[src/rtl/uart_rx_os.sv]
// uart_rx_os: oversampled 8N1 UART receiver with one-entry output register, framing-error and overrun pulses
module uart_rx_os #(
    parameter int OVERSAMPLE  = 16,
    parameter int SYNC_STAGES = 2
) (
    input  logic       clk,
    input  logic       rst,
    input  logic       sample_edge,
    input  logic       rx,
    output logic [7:0] data,
    output logic       data_valid,
    input  logic       data_ack,
    output logic       frame_error,
    output logic       overrun
);
    localparam int TW = $clog2(OVERSAMPLE);
    localparam logic [TW-1:0] HALF_LAST = TW'(OVERSAMPLE / 2 - 1);
    localparam logic [TW-1:0] FULL_LAST = TW'(OVERSAMPLE - 1);

    typedef enum logic [2:0] {IDLE, START, DATA, STOP, BRK} state_t;

    logic [SYNC_STAGES-1:0] sync_q;
    logic                   rx_s;
    state_t                 state, state_n;
    logic [TW-1:0]          tick, tick_n;
    logic [2:0]             bit_cnt, bit_n;
    logic [7:0]             shift, shift_n, data_n;
    logic                   valid_n, fe_n, ov_n, deliver;

    assign rx_s = sync_q[SYNC_STAGES-1];

    // Synchroniser chain plus all receiver state; line idles high out of reset
    always_ff @(posedge clk or negedge rst) begin
        if (!rst) begin
            sync_q      <= '1;
            state       <= IDLE;
            tick        <= '0;
            bit_cnt     <= '0;
            shift       <= '0;
            data        <= '0;
            data_valid  <= 1'b0;
            frame_error <= 1'b0;
            overrun     <= 1'b0;
        end else begin
            sync_q      <= {sync_q[SYNC_STAGES-2:0], rx};
            state       <= state_n;
            tick        <= tick_n;
            bit_cnt     <= bit_n;
            shift       <= shift_n;
            data        <= data_n;
            data_valid  <= valid_n;
            frame_error <= fe_n;
            overrun     <= ov_n;
        end
    end

    // Frame sequencing on sample edges, then delivery/ack handling of the output register
    always_comb begin
        state_n = state;
        tick_n  = tick;
        bit_n   = bit_cnt;
        shift_n = shift;
        fe_n    = 1'b0;
        deliver = 1'b0;
        if (sample_edge) begin
            case (state)
                IDLE: if (!rx_s) begin
                    state_n = START;
                    tick_n  = '0;
                end
                START: if (tick == HALF_LAST) begin
                    state_n = rx_s ? IDLE : DATA;
                    tick_n  = '0;
                    bit_n   = '0;
                end else tick_n = tick + TW'(1);
                DATA: if (tick == FULL_LAST) begin
                    shift_n[bit_cnt] = rx_s;
                    tick_n  = '0;
                    state_n = (bit_cnt == 3'd7) ? STOP : DATA;
                    bit_n   = (bit_cnt == 3'd7) ? bit_cnt : bit_cnt + 3'd1;
                end else tick_n = tick + TW'(1);
                STOP: if (tick == FULL_LAST) begin
                    tick_n  = '0;
                    state_n = rx_s ? IDLE : BRK;
                    deliver = rx_s;
                    fe_n    = !rx_s;
                end else tick_n = tick + TW'(1);
                BRK: state_n = rx_s ? IDLE : BRK;
                default: state_n = IDLE;
            endcase
        end
        data_n  = (deliver && (!data_valid || data_ack)) ? shift : data;
        valid_n = deliver ? (data_valid || !data_ack || 1'b1) : (data_valid && !data_ack);
        ov_n    = deliver && data_valid && !data_ack;
    end
endmodule

[config.mk]
export PLATFORM = sky130hd
export DESIGN_NAME = uart_rx_os
export DESIGN_NICKNAME = d
export VERILOG_FILES = /design/src/rtl/uart_rx_os.sv
export SDC_FILE = /design/constraint.sdc
export NUM_CORES = 1
export LEC_CHECK = 0
export ABC_AREA = 1
export CORE_MARGIN = 2
export CORE_UTILIZATION = 40
export CTS_CLUSTER_SIZE = 25
export DETAILED_ROUTE_END_ITERATION = 8
export MAX_ROUTING_LAYER = met4
export PLACE_DENSITY = 0.6
export SETUP_SLACK_MARGIN = 0.1
export SLEW_MARGIN = 10
export SYNTH_ARGS = -nofsm -noshare
export SYNTH_HDL_FRONTEND = slang
export SYNTH_SLANG_ARGS = --single-unit
[constraint.sdc]
create_clock -name clk -period 3.8 [get_ports clk]
set_input_delay 0.76 -clock clk [delete_from_list [all_inputs] [get_ports clk]]
set_output_delay 0.76 -clock clk [all_outputs]
set_load 0.01 [all_outputs]
==> results of run 1 <==
power groups by stage:
| stage | clock network (mW) | logic, mW | registers (mW) |
|---|---|---|---|
| 3_3_place_gp | 0 | 0.203 | 0.409 |
| 4_1_cts | 0.339 | 0.208 | 0.404 |
| 2_1_floorplan | 0 | 0.167 | 0.394 |
| 6_report | 0.331 | 0.205 | 0.405 |
| 5_1_grt | 0.354 | 0.245 | 0.412 |
| 3_5_place_dp | 0 | 0.206 | 0.410 |
per-stage QoR:
step,std cells,hold slack (ns)
2_1_floorplan,189,0.3452
3_3_place_gp,251,0.3459
3_5_place_dp,251,0.3468
4_1_cts,259,0.3558
5_1_grt,259,0.3645
6_report,259,0.3552
synth_stat cells:
master,instances,share of area [%]
inv_2,2,0.48
o211ai_1,2,0.97
nand3_1,17,5.5
dfstp_2,2,3.4
nand2_2,2,0.81
nor2_1,13,3.2
clkinv_1,1,0.24
buf_2,1,0.32
xor2_1,2,1.1
nand3_2,2,1.3
nor3_1,2,0.65
inv_1,24,5.8
nor2_4,1,0.73
o21ai_0,21,6.8
buf_6,1,0.73
dfrtp_1,29,47
ha_1,3,2.4
o21ai_1,2,0.65
nor2_2,3,1.2
o21ai_2,8,4.5
nand2_1,51,12
kinds of logic after synthesis:
| group | Yosys count | synth area share, % |
|---|---|---|
| buf+inv | 29 | 7.593 |
| simple gates | 91 | 25.69 |
| fa+ha+maj | 3 | 2.424 |
| compound gates | 33 | 12.92 |
| flops | 31 | 50.24 |
| xor+xnor | 2 | 1.131 |
worst reg2reg max path: cells and delay by family, from the launching register on:
family / cells / cell delay, ns
AO/OA/AOI/OAI: 1 / 0.06
AND/OR/NAND/NOR: 4 / 0.96
adder cells (fa/ha/maj): 1 / 0.23
flip-flops: 1 / 0.40
per-layer routing:
| layer | vias to the layer above | routed length, um | share of wire, % | global-route usage, % |
|---|---|---|---|---|
| met3 | 4 | 141 | 4.7 | 4.089 |
| met2 | 29 | 1354 | 46 | 26.13 |
| met1 | 571 | 1443 | 49 | 20.78 |
| li1 | 649 | - | - | - |
| met5 | - | 0 | 0 | - |
| met4 | 0 | 29 | 0.98 | 6.122 |
worst paths after layout:
kind,start,end,depth (start not counted)
worst max-delay path,sample_edge,data[2]$_DFFE_PN0P_,6
worst min register to register,sync_q[0]$_DFF_PN1_,sync_q[1]$_DFF_PN1_,0
worst max register to register,tick[0]$_DFFE_PN0P_,data[2]$_DFFE_PN0P_,6
worst min-delay path,sync_q[0]$_DFF_PN1_,sync_q[1]$_DFF_PN1_,0
min in group asynchronous,rst,state[2]$_DFFE_PN0P_,2
max in group asynchronous,rst,sync_q[0]$_DFF_PN1_,2
sequential cells by signal, summed over array words and instances, names as in the netlist:
signal,flops
overrun,1
tick,4
frame_error,1
bit_cnt,3
data_valid,1
shift,8
sync_q,2
state,3
data,8
final cells by class:
type	instances	area (um2)	area share [%]
clock inverters	2	35.03	1.875
flip-flops and latches	31	778.2	41.66
inverters	27	101.3	5.425
well taps	48	60.06	3.215
multi-input cells	129	653.1	34.96
repair buffers	16	157.7	8.439
clock buffers	6	82.58	4.421
==> flow_summary.yaml, run 1 <==
detailed_routing:
  drtPass1Iterations: 5
  drc: 0
  vias: 1253
  wl_per_cell_um: 11.46
  ant_nets: 0
  drt_wl_total_um: 2969
  drtIter0Drc: 99
  viasPerCell: 4.838
timing:
  setup_viol_count_final: 0
  fmax_ghz: 0.4867
  rsz0062_at_grt: "false"
  finalClockSkew_ns: 0.008348
  drv_slew: 0
  slew-limit-headroom_pct: 74.13
  worst_pin_slew_ns: 0.3877
  finalCritPeriodShare_pct: 54.07
  tns_ns: 0
  worst_slack_ns: 1.745
  hold_viol_final: 0
  min_period_ns: 2.055
worst_setup_path:
  cp_data_required_time_ns: 3.96
  cpMaxStageDelayCell: "clkdlybuf4s50_1"
  path_buf_inv: 2
  path_class: "input port to register"
  cp-end-kind: "register"
  max_stage_delay_ns: 0.50
  cp_top_family: "simple AND/OR/NAND/NOR gates"
  r2r_slack_ns: 2.04
  crit_chain: "clkdlybuf4s50_1 > inv_1 > nor2_1 > nand3_2 > nand2_1 > o21ai_2"
  worstPathMaxFanout: 16
  cp.arrival_ns: 2.21
  start_kind: "input port"
power:
  p_sw_share_pct: 32.34
  switchingPower_mw: 0.3043
  internal_power_mw: 0.6368
  seqPwrFrac_pct: 43.0
  vdd_drop_max_mv: 0.2473
  clockPowerShare_pct: 35.2
  power_mw: 0.9411
  comb_power_share_pct: 21.8
  leakagePower_nw: 0.8703
  power_density_mw_per_mm2: 503.8
die:
  start_util_pct: 41.99
  ioPinCount: 16
  fp.dieH_um: 66.23
  design.core.area_mm2: 0.003689
  fp.dieW_um: 66.23
  die_area_mm2: 0.004386
  row_count: 22
cts:
  hold_buffers: 0
  cts-root-buf: "clkbuf_8"
  post_cts_buffers: 0
  clock-sinks: 31
  cts_tree: "yes"
  cts_buffers: 5
  cts_resized: 0
  clk_pin_slew_ns: 0.06
  htree_levels: 2
  insertion_delay_ns: 0.28
  clk_path_buf_depth: 2
placement:
  place_ws_ns: 1.485
  placed_area_mm2: 0.001750
  numPortBuffers: 15
  place_hpwl_um: 2270
  gp_congestion: 0.8959
synthesis:
  yosys_warnings: 0
  synth_fp_nets: 197
  syn-cell-area_mm2: 0.001549
  synthCells: 189
  ys_ff_latch: 31
  seq_area_frac_synth_pct: 50.24
  avgSynthCellArea_um2: 8.196
  synth.distinct_cells: 21
finish:
  drive_above_1_share_pct: 13.74
  syn2layout_area_growth_pct: 20.60
  finish.instance_area_mm2: 0.001868
  finalNetCount: 218
  mostFrequentLayoutCell: "nand2_1"
  antenna_cells: 0
  post-route-util_pct: 50.64
  final_cell_mix: "nand2_1 (51), dfrtp_1 (29), inv_1 (24)"
  nFillCells: 354
worst_hold_path:
  hold_class: "register to register"
grt:
  grt_max_degree: 32
  grt_pass1_vias: 1211
  overflow: 0
  grt_pass1_wl_um: 5368
  grt_use_total_pct: 16.61
  antenna_found_initial: 0
status:
  status: "finished clean"
job:
  cap_violations: 0
Power figures use the tool's default switching activity.
==> run 2, diff against run 1 <==
- PLACE_DENSITY: 0.6 -> 0.62
- clock period: 3.8 -> 1.85 ns (I/O delays scaled with it)
==> run 2 against run 1 <==
Power is 110% higher. Via count is 1.4% lower. Clock power is 110% higher. Sequential share of layout area is 0.55 points lower. Register-to-register slack worse by 1.7 ns. Global-route usage is 0.70 points lower. Critical path depth is 5 lower. Clock skew is 0.0032 ns higher. Critical endpoint is now data[6]. Largest cell class unchanged.
==> flow_summary.yaml, run 2 (synthesized netlist as in run 1, its figures left out) <==
worst_hold_path:
  hold_path_end: "sync_q[1]$_DFF_PN1_"
  whs_path_depth: 0
  hold_class: "register to register"
  hold_start: "sync_q[0]$_DFF_PN1_"
die:
  design.core.area_mm2: 0.003689
  die_area_mm2: 0.004386
  ioPinCount: 16
  start_util_pct: 41.99
  fp.dieH_um: 66.23
  row_count: 22
  fp.dieW_um: 66.23
detailed_routing:
  viasPerCell: 4.754
  drt_wl_total_um: 2785
  ant_nets: 0
  drtPass1Iterations: 4
  drtIter0Drc: 54
  vias: 1236
  drc: 0
  wl_per_cell_um: 10.71
worst_setup_path:
  cp.arrival_ns: 1.18
  cp_data_required_time_ns: 1.48
  cpMaxStageDelayCell: "clkdlybuf4s50_1"
  path_buf_inv: 1
  crit_chain: "clkdlybuf4s50_1"
  max_stage_delay_ns: 0.54
  cp-end-kind: "output port"
  cp_top_family: "buffers and inverters"
  worstPathMaxFanout: 2
  start_kind: "register"
  rr_worst_depth: 7
  r2r_start: "tick[0]$_DFFE_PN0P_"
  r2r_slack_ns: 0.32
  path_class: "register to output port"
  rr_endpoint: "shift[1]$_DFFE_PN0P_"
power:
  power_density_mw_per_mm2: 1023
  leakagePower_nw: 0.8816
  power_mw: 1.936
  vdd_drop_max_mv: 0.6172
grt:
  grt_use_total_pct: 15.91
  overflow: 0
  grt_max_degree: 32
  grt_pass1_vias: 1158
  antenna_found_initial: 0
  grt_pass1_wl_um: 5050
finish:
  final_cell_mix: "nand2_1 (50), dfrtp_1 (29), inv_1 (24)"
  finalNetCount: 219
  mostFrequentLayoutCell: "nand2_1"
  antenna_cells: 0
  nFillCells: 353
  reg.largest.list: "data: 8 flops, shift: 8 flops, tick: 4 flops"
  finish.instance_area_mm2: 0.001893
  syn2layout_area_growth_pct: 22.21
  drive_above_1_share_pct: 15.09
timing:
  finalCritPeriodShare_pct: 83.54
  finalClockSkew_ns: 0.01153
  fmax_ghz: 0.6470
  min_period_ns: 1.546
  hold_viol_final: 0
  rsz0062_at_grt: "false"
  setup_viol_count_final: 0
  slew-limit-headroom_pct: 74.51
  worst_pin_slew_ns: 0.3824
  drv_slew: 0
  tns_ns: 0
cts:
  clk_path_buf_depth: 2
  cts_buffers: 5
  cts-root-buf: "clkbuf_8"
  cts_tree: "yes"
  clk_pin_slew_ns: 0.06
  insertion_delay_ns: 0.28
  hold_buffers: 0
  clock-sinks: 31
  htree_levels: 2
placement:
  gp_congestion: 0.8731
  numPortBuffers: 15
  placed_area_mm2: 0.001770
  place_hpwl_um: 2080
status:
  status: "finished clean"
job:
  cap_violations: 0
-- run 2: cell count changes in the layout (fill, tap and decap cells not counted), sizes merged --
| cell | before | now |
|---|---|---|
| buf | 1 | 2 |
-- run 2: cell type report --
class	instances	area (um2)	area share, %
clock inverters	2	35.03	1.851
multi-input cells	129	658.1	34.77
clock buffers	6	82.58	4.362
repair buffers	17	177.7	9.385
inverters	27	101.3	5.354
well taps	48	60.06	3.172
flip-flops and latches	31	778.2	41.11
-- run 2: how the worst max path moves through the flow --
stage,start,end,slack (ns),cells past startpoint
2_1_floorplan,tick[0]$_DFFE_PN0P_,data[5]$_DFFE_PN0P_,0.46,7
3_3_place_gp,sample_edge,shift[5]$_DFFE_PN0P_,0.08,8
3_5_place_dp,sample_edge,shift[5]$_DFFE_PN0P_,0.03,8
4_1_cts,tick[0]$_DFFE_PN0P_,shift[5]$_DFFE_PN0P_,0.26,8
5_1_grt,tick[0]$_DFFE_PN0P_,shift[6]$_DFFE_PN0P_,0.15,7
6_report,data[6]$_DFFE_PN0P_,data[6],0.30,1
-- run 2: report_power, final --
| group | switching (mW) | internal [mW] | total (mW) |
|---|---|---|---|
| sequential | 0.0902 | 0.738 | 0.828 |
| clock | 0.251 | 0.435 | 0.686 |
| combinational | 0.287 | 0.134 | 0.421 |
| total | 0.628 | 1.31 | 1.94 |
-- run 2: routing by layer --
layer / vias to the layer above / track usage, % / share of wire, %
met5: - / - / 0
met4: 0 / 7.653 / 2.1
met2: 24 / 24.75 / 47
met3: 7 / 4.089 / 4.3
li1: 648 / - / -
met1: 557 / 19.26 / 47
-- run 2: metrics by stage --
step,setup slack [ns],cells,utilization (%),hold WS [ns]
2_1_floorplan,0.4601,189,-,0.07441
3_3_place_gp,0.07786,252,48.00,0.3459
3_5_place_dp,0.03103,252,48.00,0.3475
4_1_cts,0.2553,260,51.19,0.3566
5_1_grt,0.1459,260,51.32,0.3585
6_report,0.3044,260,51.32,0.3586
-- run 2: repair_timing --
| action | in CTS | in global routing |
|---|---|---|
| setup endpoints to repair | 0 | 3 |
| gates resized for setup | 0 | 2 |
| setup buffers | 0 | 0 |
==> run 3, diff against run 2 <==
- clock period: 1.85 -> 1.3 ns (I/O delays scaled with it)
==> run 3 against run 2 <==
The flow now finishes with violations (negative setup slack). Largest cell class is now multi-input gates. Sequential share of layout area decreased by 8.2 points. Clock skew decreased by 0.00068 ns. Register-to-register slack got worse by 0.41 ns. Worst hold slack got worse by 0.19 ns. Cell area increased by 25%. Critical path depth increased by 6. Cell count increased by 13%. Non-clock buffer count increased by 34. Die area unchanged.
==> flow_summary.yaml, run 3 (synthesized netlist as in run 1, its figures left out) <==
status:
  status: "finished with violations"
  failed_checks: "negative setup slack"
finish:
  syn2layout_area_growth_pct: 52.91
  finalNetCount: 254
  final_cell_mix: "nand2_1 (41), buf_4 (29), dfrtp_1 (28)"
  drive_above_1_share_pct: 43.72
  antenna_cells: 0
  post-route-util_pct: 64.21
  reg.largest.list: "data: 8 flops, shift: 8 flops, tick: 4 flops"
  mostFrequentLayoutCell: "nand2_1"
  nFillCells: 304
timing:
  fmax_ghz: 0.7197
  finalCritPeriodShare_pct: 106.9
  worst_pin_slew_ns: 0.2951
  slew-limit-headroom_pct: 80.32
  finalClockSkew_ns: 0.01085
  worst_slack_ns: -0.08955
  tns_ns: -1.134
  drv_slew: 0
  rsz0062_at_grt: "true"
  hold_viol_final: 0
  min_period_ns: 1.390
  setup_viol_count_final: 18
worst_setup_path:
  cpMostUsedCell: "nor2_4"
  worstPathMaxFanout: 7
  crit_chain: "ha_4 > nand2_4 > nor2_4 > nand2_2 > nor2_4 > nand3_2 > o21ai_1"
  cp_top_family: "simple AND/OR/NAND/NOR gates"
  path_class: "register to register"
  cpMaxStageDelayCell: "dfrtp_1"
  start_kind: "register"
  cp.arrival_ns: 1.60
  path_buf_inv: 0
  max_stage_delay_ns: 0.39
  cp-end-kind: "register"
  cp_data_required_time_ns: 1.52
detailed_routing:
  wl_per_cell_um: 12.52
  drtPass1Iterations: 4
  vias: 1452
  drc: 0
  drt_wl_total_um: 3693
  drtIter0Drc: 107
  ant_nets: 0
  viasPerCell: 4.922
cts:
  cts_buffers: 5
  cts_tree: "yes"
  hold_buffers: 0
  insertion_delay_ns: 0.29
  clock-sinks: 31
  clk_pin_slew_ns: 0.07
  clk_path_buf_depth: 2
  cts-root-buf: "clkbuf_8"
  htree_levels: 2
grt:
  overflow: 0
  grt_use_total_pct: 20.65
  grt_pass1_wl_um: 6527
  grt_pass1_vias: 1446
  grt_max_degree: 20
  antenna_found_initial: 0
die:
  die_area_mm2: 0.004386
  ioPinCount: 16
  design.core.area_mm2: 0.003689
  fp.dieH_um: 66.23
  start_util_pct: 41.99
  fp.dieW_um: 66.23
  row_count: 22
placement:
  gp_congestion: 0.8650
  numPortBuffers: 15
  place_hpwl_um: 2523
  place_ws_ns: -0.2850
power:
  power_mw: 3.536
  leakagePower_nw: 1.109
  power_density_mw_per_mm2: 1493
  vdd_drop_max_mv: 0.7747
worst_hold_path:
  hold_class: "input port to async pin"
job:
  cap_violations: 0
## run 3: report_power, final
| group | switching, mW | total, mW | internal [mW] |
|---|---|---|---|
| Combinational | 0.750 | 1.38 | 0.634 |
| Clock | 0.367 | 0.987 | 0.619 |
| Sequential | 0.112 | 1.17 | 1.05 |
| Total | 1.23 | 3.54 | 2.31 |
## run 3: worst paths after layout
kind | from | end | slack (ns) | cells past startpoint
worst max-delay path | tick[0]$_DFFE_PN0P_ | shift[3]$_DFFE_PN0P_ | -0.09 | 7
worst min-delay path | rst | tick[1]$_DFFE_PN0P_ | 0.17 | 1
worst max register to register | tick[0]$_DFFE_PN0P_ | shift[3]$_DFFE_PN0P_ | -0.09 | 7
worst min register to register | sync_q[0]$_DFF_PN1_ | sync_q[1]$_DFF_PN1_ | 0.36 | 0
max in group asynchronous | rst | data[3]$_DFFE_PN0P_ | 0.68 | 2
min in group clk | sync_q[0]$_DFF_PN1_ | sync_q[1]$_DFF_PN1_ | 0.36 | 0
## run 3: cell type report
class	instances	area, um2	area share (%)
Sequential cell	31	779.5	32.91
Multi-Input combinational cell	130	883.3	37.30
Tap cell	48	60.06	2.536
Timing Repair Buffer	51	425.4	17.96
Clock buffer	6	82.58	3.487
Inverter	27	102.6	4.332
Clock inverter	2	35.03	1.479
## run 3: layer usage
layer,global-route usage (%),vias up,wire length [um]
li1,-,723,-
met4,9.694,0,57
met3,5.622,7,167
met5,-,-,0
met1,23.84,687,1535
met2,33.38,35,1933
## run 3: metrics by stage
stage / instances / area, um2 / hold slack (ns)
global route: 295 / 2369 / 0.1640
finish: 295 / 2369 / 0.1675
detailed placement: 277 / 1981 / 0.3481
floorplan: 189 / 1588 / -0.03559
CTS: 291 / 2286 / 0.1609
global placement: 277 / 1981 / 0.3467
## run 3: timing repair
item,in CTS,in global routing
pin swaps,13,22
setup buffers,5,4
gates cloned,1,0
gates resized for setup,63,28
setup endpoints to repair,38,36
